$ cat src/rtl/sort_ctrl.sv
// sort_ctrl: packs a serial word stream into the parallel sort network input, waits out the
// sorter latency, then streams the sorted words back out. `define SORT_CTRL_FLUSH_EN adds a flush port.
module sort_ctrl #(
  parameter int NUM_VALS = 5,
  parameter int SIZE     = 16,
  parameter int SORT_LAT = 0
) (
  input  logic                     clk,
  input  logic                     rst,
`ifdef SORT_CTRL_FLUSH_EN
  input  logic                     flush,
`endif
  input  logic                     s_valid,
  input  logic [SIZE-1:0]          s_data,
  output logic                     s_ready,
  output logic [NUM_VALS*SIZE-1:0] sort_in,
  input  logic [NUM_VALS*SIZE-1:0] sort_out,
  output logic                     m_valid,
  output logic [SIZE-1:0]          m_data,
  input  logic                     m_ready,
  output logic                     m_last,
  output logic                     busy
);

  localparam int IDX_W = (NUM_VALS > 2) ? $clog2(NUM_VALS) : 1;
  localparam int CNT_W = (SORT_LAT > 0) ? $clog2(SORT_LAT + 1) : 1;
  localparam logic [IDX_W-1:0] LAST_IDX = IDX_W'(NUM_VALS - 1);
  localparam logic [CNT_W-1:0] CNT_INIT = CNT_W'(SORT_LAT);

  typedef enum logic [1:0] {FILL, WAIT, DRAIN} state_e;

  state_e           state_q, state_d;
  logic [IDX_W-1:0] idx_q, idx_d, nextIdx;
  logic [CNT_W-1:0] cnt_q, cnt_d;
  logic [SIZE-1:0]  fillWords_q [NUM_VALS];
  logic [SIZE-1:0]  fillWords_d [NUM_VALS];
  logic [SIZE-1:0]  outBuf_q [NUM_VALS];
  logic [SIZE-1:0]  outBuf_d [NUM_VALS];
  logic [SIZE-1:0]  sortedWords [NUM_VALS];
  logic             mValid_q, mValid_d;
  logic             mLast_q, mLast_d;
  logic             busy_q, busy_d;
  logic [SIZE-1:0]  mData_q, mData_d;

  // Word slot 0 (first received / smallest sorted) lives in the MSB position of the vectors.
  for (genvar g = 0; g < NUM_VALS; g++) begin : g_pack
    assign sort_in[(NUM_VALS-1-g)*SIZE +: SIZE] = fillWords_q[g];
    assign sortedWords[g] = sort_out[(NUM_VALS-1-g)*SIZE +: SIZE];
  end

  assign s_ready = (state_q == FILL) && !rst;
  assign m_valid = mValid_q;
  assign m_data  = mData_q;
  assign m_last  = mLast_q;
  assign busy    = busy_q;

  always_comb begin
    state_d     = state_q;
    idx_d       = idx_q;
    cnt_d       = cnt_q;
    fillWords_d = fillWords_q;
    outBuf_d    = outBuf_q;
    mValid_d    = mValid_q;
    mData_d     = mData_q;
    mLast_d     = mLast_q;
    nextIdx     = idx_q + 1'b1;

    case (state_q)
      FILL: begin
        if (s_valid && s_ready) begin
          fillWords_d[idx_q] = s_data;
          if (idx_q == LAST_IDX) begin
            idx_d   = '0;
            cnt_d   = CNT_INIT;
            state_d = WAIT;
          end else begin
            idx_d = nextIdx;
          end
        end
      end
      WAIT: begin
        // The sorter output is only trusted once the counter has run out.
        if (cnt_q == '0) begin
          outBuf_d = sortedWords;
          mData_d  = sortedWords[0];
          mLast_d  = (idx_q == LAST_IDX);
          mValid_d = 1'b1;
          state_d  = DRAIN;
        end else begin
          cnt_d = cnt_q - 1'b1;
        end
      end
      DRAIN: begin
        if (m_ready) begin
          if (idx_q == LAST_IDX) begin
            idx_d    = '0;
            mValid_d = 1'b0;
            mLast_d  = 1'b0;
            state_d  = FILL;
          end else begin
            idx_d   = nextIdx;
            mData_d = outBuf_q[nextIdx];
            mLast_d = (nextIdx == LAST_IDX);
          end
        end
      end
      default: state_d = FILL;
    endcase

`ifdef SORT_CTRL_FLUSH_EN
    // Flush wins over any handshake; stored vectors and m_data are left untouched.
    if (flush) begin
      state_d     = FILL;
      idx_d       = '0;
      cnt_d       = '0;
      mValid_d    = 1'b0;
      mLast_d     = 1'b0;
      mData_d     = mData_q;
      fillWords_d = fillWords_q;
      outBuf_d    = outBuf_q;
    end
`endif

    busy_d = (state_d != FILL);
  end

  always_ff @(posedge clk or posedge rst) begin
    if (rst) begin
      state_q  <= FILL;
      idx_q    <= '0;
      cnt_q    <= '0;
      mValid_q <= 1'b0;
      mData_q  <= '0;
      mLast_q  <= 1'b0;
      busy_q   <= 1'b0;
      for (int i = 0; i < NUM_VALS; i++) begin
        fillWords_q[i] <= '0;
        outBuf_q[i]    <= '0;
      end
    end else begin
      state_q     <= state_d;
      idx_q       <= idx_d;
      cnt_q       <= cnt_d;
      mValid_q    <= mValid_d;
      mData_q     <= mData_d;
      mLast_q     <= mLast_d;
      busy_q      <= busy_d;
      fillWords_q <= fillWords_d;
      outBuf_q    <= outBuf_d;
    end
  end

endmodule

$ cat config.mk
export PLATFORM = sky130hd
export DESIGN_NAME = sort_ctrl
export DESIGN_NICKNAME = d
export VERILOG_FILES = /design/src/rtl/sort_ctrl.sv
export SDC_FILE = /design/constraint.sdc
export NUM_CORES = 1
export LEC_CHECK = 0
export BUFFER_PORTS_ARGS = -buffer_cell sky130_fd_sc_hd__buf_2
export CORE_ASPECT_RATIO = 0.7
export CORE_MARGIN = 2
export CORE_UTILIZATION = 55
export CTS_BUF_LIST = sky130_fd_sc_hd__clkbuf_2
export CTS_CLUSTER_DIAMETER = 60
export DETAILED_ROUTE_END_ITERATION = 6
export PLACE_DENSITY = 0.82
export REMOVE_ABC_BUFFERS = 1
export SLEW_MARGIN = 20
export SYNTH_ARGS = -nofsm -noshare
export SYNTH_HDL_FRONTEND = slang
export SYNTH_SLANG_ARGS = --single-unit
$ cat constraint.sdc
create_clock -name clk -period 7.2 [get_ports clk]
set_clock_uncertainty 0.15 [all_clocks]
set_input_delay 1.08 -clock clk [delete_from_list [all_inputs] [get_ports clk]]
set_output_delay 1.08 -clock clk [all_outputs]
set_load 0.01 [all_outputs]
==> results by group <==
Synth
  • Ys Warns: 0
  • Post-synth EDFFs: 0
  • Distinct cells, synth: 32
  • Area leader, netlist: dfrtp_1
  • Seq/Total Area, Yosys: 0.5828
  • Synth Area per Inst: 14.36 um2
  • Top-area cell type share of the netlist area: 0.5828
  • Top area cells in the synthesized netlist: dfrtp_1, mux2_2, mux2i_1
  • Mapped cell area: ~7900 um2
  • Top FF cell, synth: dfrtp_1
  • Post-synth ARST share: 1.000
  • Synth Instances: 550
  • FF+latch count, synth: between 150 and 200

Detailed routing
  • Pre-antenna DRT Iters: 6
  • Antenna Nets Post-Route: 0
  • Drt wl/cell: around 19 um
  • Vias: around 5300
  • DRC: 0
  • 1st-iter DRT viols: 270
  • Vias per std cell: between 5 and 6
  • Final WL: 17800 um

Worst hold path
  • Worst min path class: in2async

Global route
  • Overall routing resource usage: 0.2406
  • Overflow after GRT: 0
  • First-pass GRT wire length: ~29000 um
  • Initial antenna violation count: 3
  • Vias in the first global route: roughly 5500
  • Largest net degree at the start of global routing: around 100

Placement
  • GPL Wtd Cong: about 0.81
  • Placed standard-cell area: 9016 um2
  • Detailed placement HPWL: ~12000 um
  • I/O Buffers: just under 200

CTS
  • Root buf cell: clkbuf_2
  • Setup Buffers After CTS: 0
  • CTS Buf Count: 17
  • Hold_buf cts: 0
  • Clk slew on worst S/H paths: between 200 and 300 ps
  • Post-cts sizing count: 0
  • Worst-Skew Late Latency: between 700 and 800 ps
  • H-tree levels: 4
  • CTS tree: yes
  • TritonCTS Sinks: between 150 and 200
  • Clk buf depth: 2

Floorplanning
  • Die H: approximately 100 um
  • Die ar.: 15350 um2
  • Io pins: 200
  • Core ar.: ~14000 um2
  • Die Width: about 150 um
  • Num rows: 36
  • Initial Util: 0.5658

Worst setup path
  • Crit-path max FO: 24
  • WP data arrival: between 3000 and 4000 ps
  • Slowest cell delay on critical path: ~950 ps
  • WP data required: 7700 ps
  • Kind of critical path: reg2reg
  • Crit path launch type: flip-flop
  • Critical path, cell by cell: inv_1 > ha_2 > and2_1 > or3b_1 > nand2_2 > a2bb2oi_1
  • Delay-heaviest family, CP: simple AND/OR/NAND/NOR gates
  • CP bufs+invs: 1
  • Crit. End Element: flip-flop
  • Slowest CP cell: dfrtp_1

Pwr
  • Max VDD drop: ~0.28 mV
  • Power per cell area: 453.2 nW/um2
  • Lkg Pwr: between 4 and 5 nW
  • PnR Total Power: 4.232 mW

STA
  • Final hold violations: 0
  • Worst-margin pin slew: ~880 ps
  • Final min period: 3170 ps
  • Final setup TNS: 0 ps
  • Slew HR: 0.4144
  • RSZ-0062 raised after global routing: no
  • Max-slew violations: 0
  • Final setup fails: 0
  • Achievable Freq: roughly 0.32 GHz
  • Final Cycle Share: 0.4402

Cells and area
  • Finished Cell Area: 9339 um2
  • Layout cell share with drive strength beyond 1: 0.5682
  • Layout net count: between 800 and 900
  • Area growth, synth to finish: 18.21%

Status
  • Status: complete, no violations

Flow run
  • Max_cap viols: 0
state kept, by name, indices dropped and copies added (netlist names):
signal,cells
sort_in,80
state_q,2
m_last,1
m_data,16
outBuf_q,80
m_valid,1
busy,1
idx_q,3
layout by cell type, fill, tap and decap left out, types with 2 or more instances in the layout:
| cell type | count |
|---|---|
| nor2_1 | 7 |
| buf_2 | 199 |
| a21oi_1 | 2 |
| ha_1 | 2 |
| clkinvlp_4 | 3 |
| and2_1 | 2 |
| o21ai_0 | 34 |
| inv_6 | 4 |
| a22oi_1 | 2 |
| clkinv_2 | 3 |
| mux2_2 | 168 |
| nand2_1 | 18 |
| bufinv_16 | 4 |
| dfrtp_1 | 184 |
| nor2b_1 | 17 |
| a2bb2oi_1 | 16 |
| buf_4 | 6 |
| mux2_4 | 10 |
| nand2_2 | 2 |
| nor3_2 | 4 |
| a221o_1 | 16 |
| clkbuf_2 | 17 |
| diode_2 | 3 |
| nand2b_1 | 2 |
| inv_1 | 3 |
| mux2i_1 | 17 |
through the flow:
step,hold slack (ps),util,setup WS (ps),cells
after floorplan,321.5,-,969.6,516
after global placement,331.7,0.6457,4107,912
after detailed placement,335.2,0.6457,4020,912
after CTS,317.8,0.6660,4063,944
after global routing,292.2,0.6688,3857,948
final,373.6,0.6688,4030,948
final timing paths:
kind / from / endpoint / slack (ps) / cells past startpoint
max: idx_q[0]$_DFFE_PP0P_ / m_data[3]$_DFFE_PP0P_ / 4030 / 6
min: rst / outBuf_q[35]$_DFFE_PP0N_ / 370 / 2
max reg2reg: idx_q[0]$_DFFE_PP0P_ / m_data[3]$_DFFE_PP0P_ / 4030 / 6
min reg2reg: outBuf_q[8]$_DFFE_PP0N_ / outBuf_q[8]$_DFFE_PP0N_ / 380 / 1
max in group asynchronous: rst / sort_in[38]$_DFFE_PP0P_ / 5250 / 3
min in group clk: outBuf_q[8]$_DFFE_PP0N_ / outBuf_q[8]$_DFFE_PP0N_ / 380 / 1
layout make-up:
cell class | instances | area, um2
Fill cell | 1048 | 4624
Sequential cell | 184 | 4604
Multi-Input combinational cell | 328 | 3105
Timing Repair Buffer | 207 | 1080
Tap cell | 190 | 237.7
Clock inverter | 15 | 198.9
Clock buffer | 17 | 85.08
Inverter | 4 | 20.02
Antenna cell | 3 | 7.507
cell usage after synthesis, drive strengths merged, types with 3 or more instances:
| library cell | count |
|---|---|
| nand2 | 20 |
| buf | 17 |
| mux2i | 17 |
| mux2 | 178 |
| nand2b | 3 |
| nor3 | 5 |
| nor2b | 17 |
| nor2 | 7 |
| ha | 3 |
| a221o | 16 |
| inv | 4 |
| a2bb2oi | 16 |
| dfrtp | 184 |
| o21ai | 34 |
| clkbuf | 17 |
kinds of logic (layout without fill, tap and decap cells):
| family | after synthesis | after routing | synth area share |
|---|---|---|---|
| fa+ha+maj | 3 | 3 | 0.004752 |
| buf+inv | 38 | 243 | 0.02534 |
| simple gates | 59 | 59 | 0.04340 |
| other cells | 0 | 3 | 0 |
| flops | 184 | 184 | 0.5828 |
| mux | 195 | 195 | 0.2800 |
| compound gates | 71 | 71 | 0.06367 |
report_power, final:
part	switching, mW	total, mW	internal [mW]
Combinational	0.868	1.80	0.934
Sequential	0.305	1.84	1.54
Clock	0.359	0.589	0.231
Total	1.53	4.23	2.70
routing by layer:
layer  GRT usage  vias to the layer above  wire [um]  share of wire
li1            -                     2389          -              -
met4     0.08516                        0        356          0.020
met2      0.3912                      183       8932           0.50
met3     0.05351                       28        917          0.052
met1      0.3218                     2650       7594           0.43
met5           0                        -          0              0
Power figures use the tool's default switching activity.
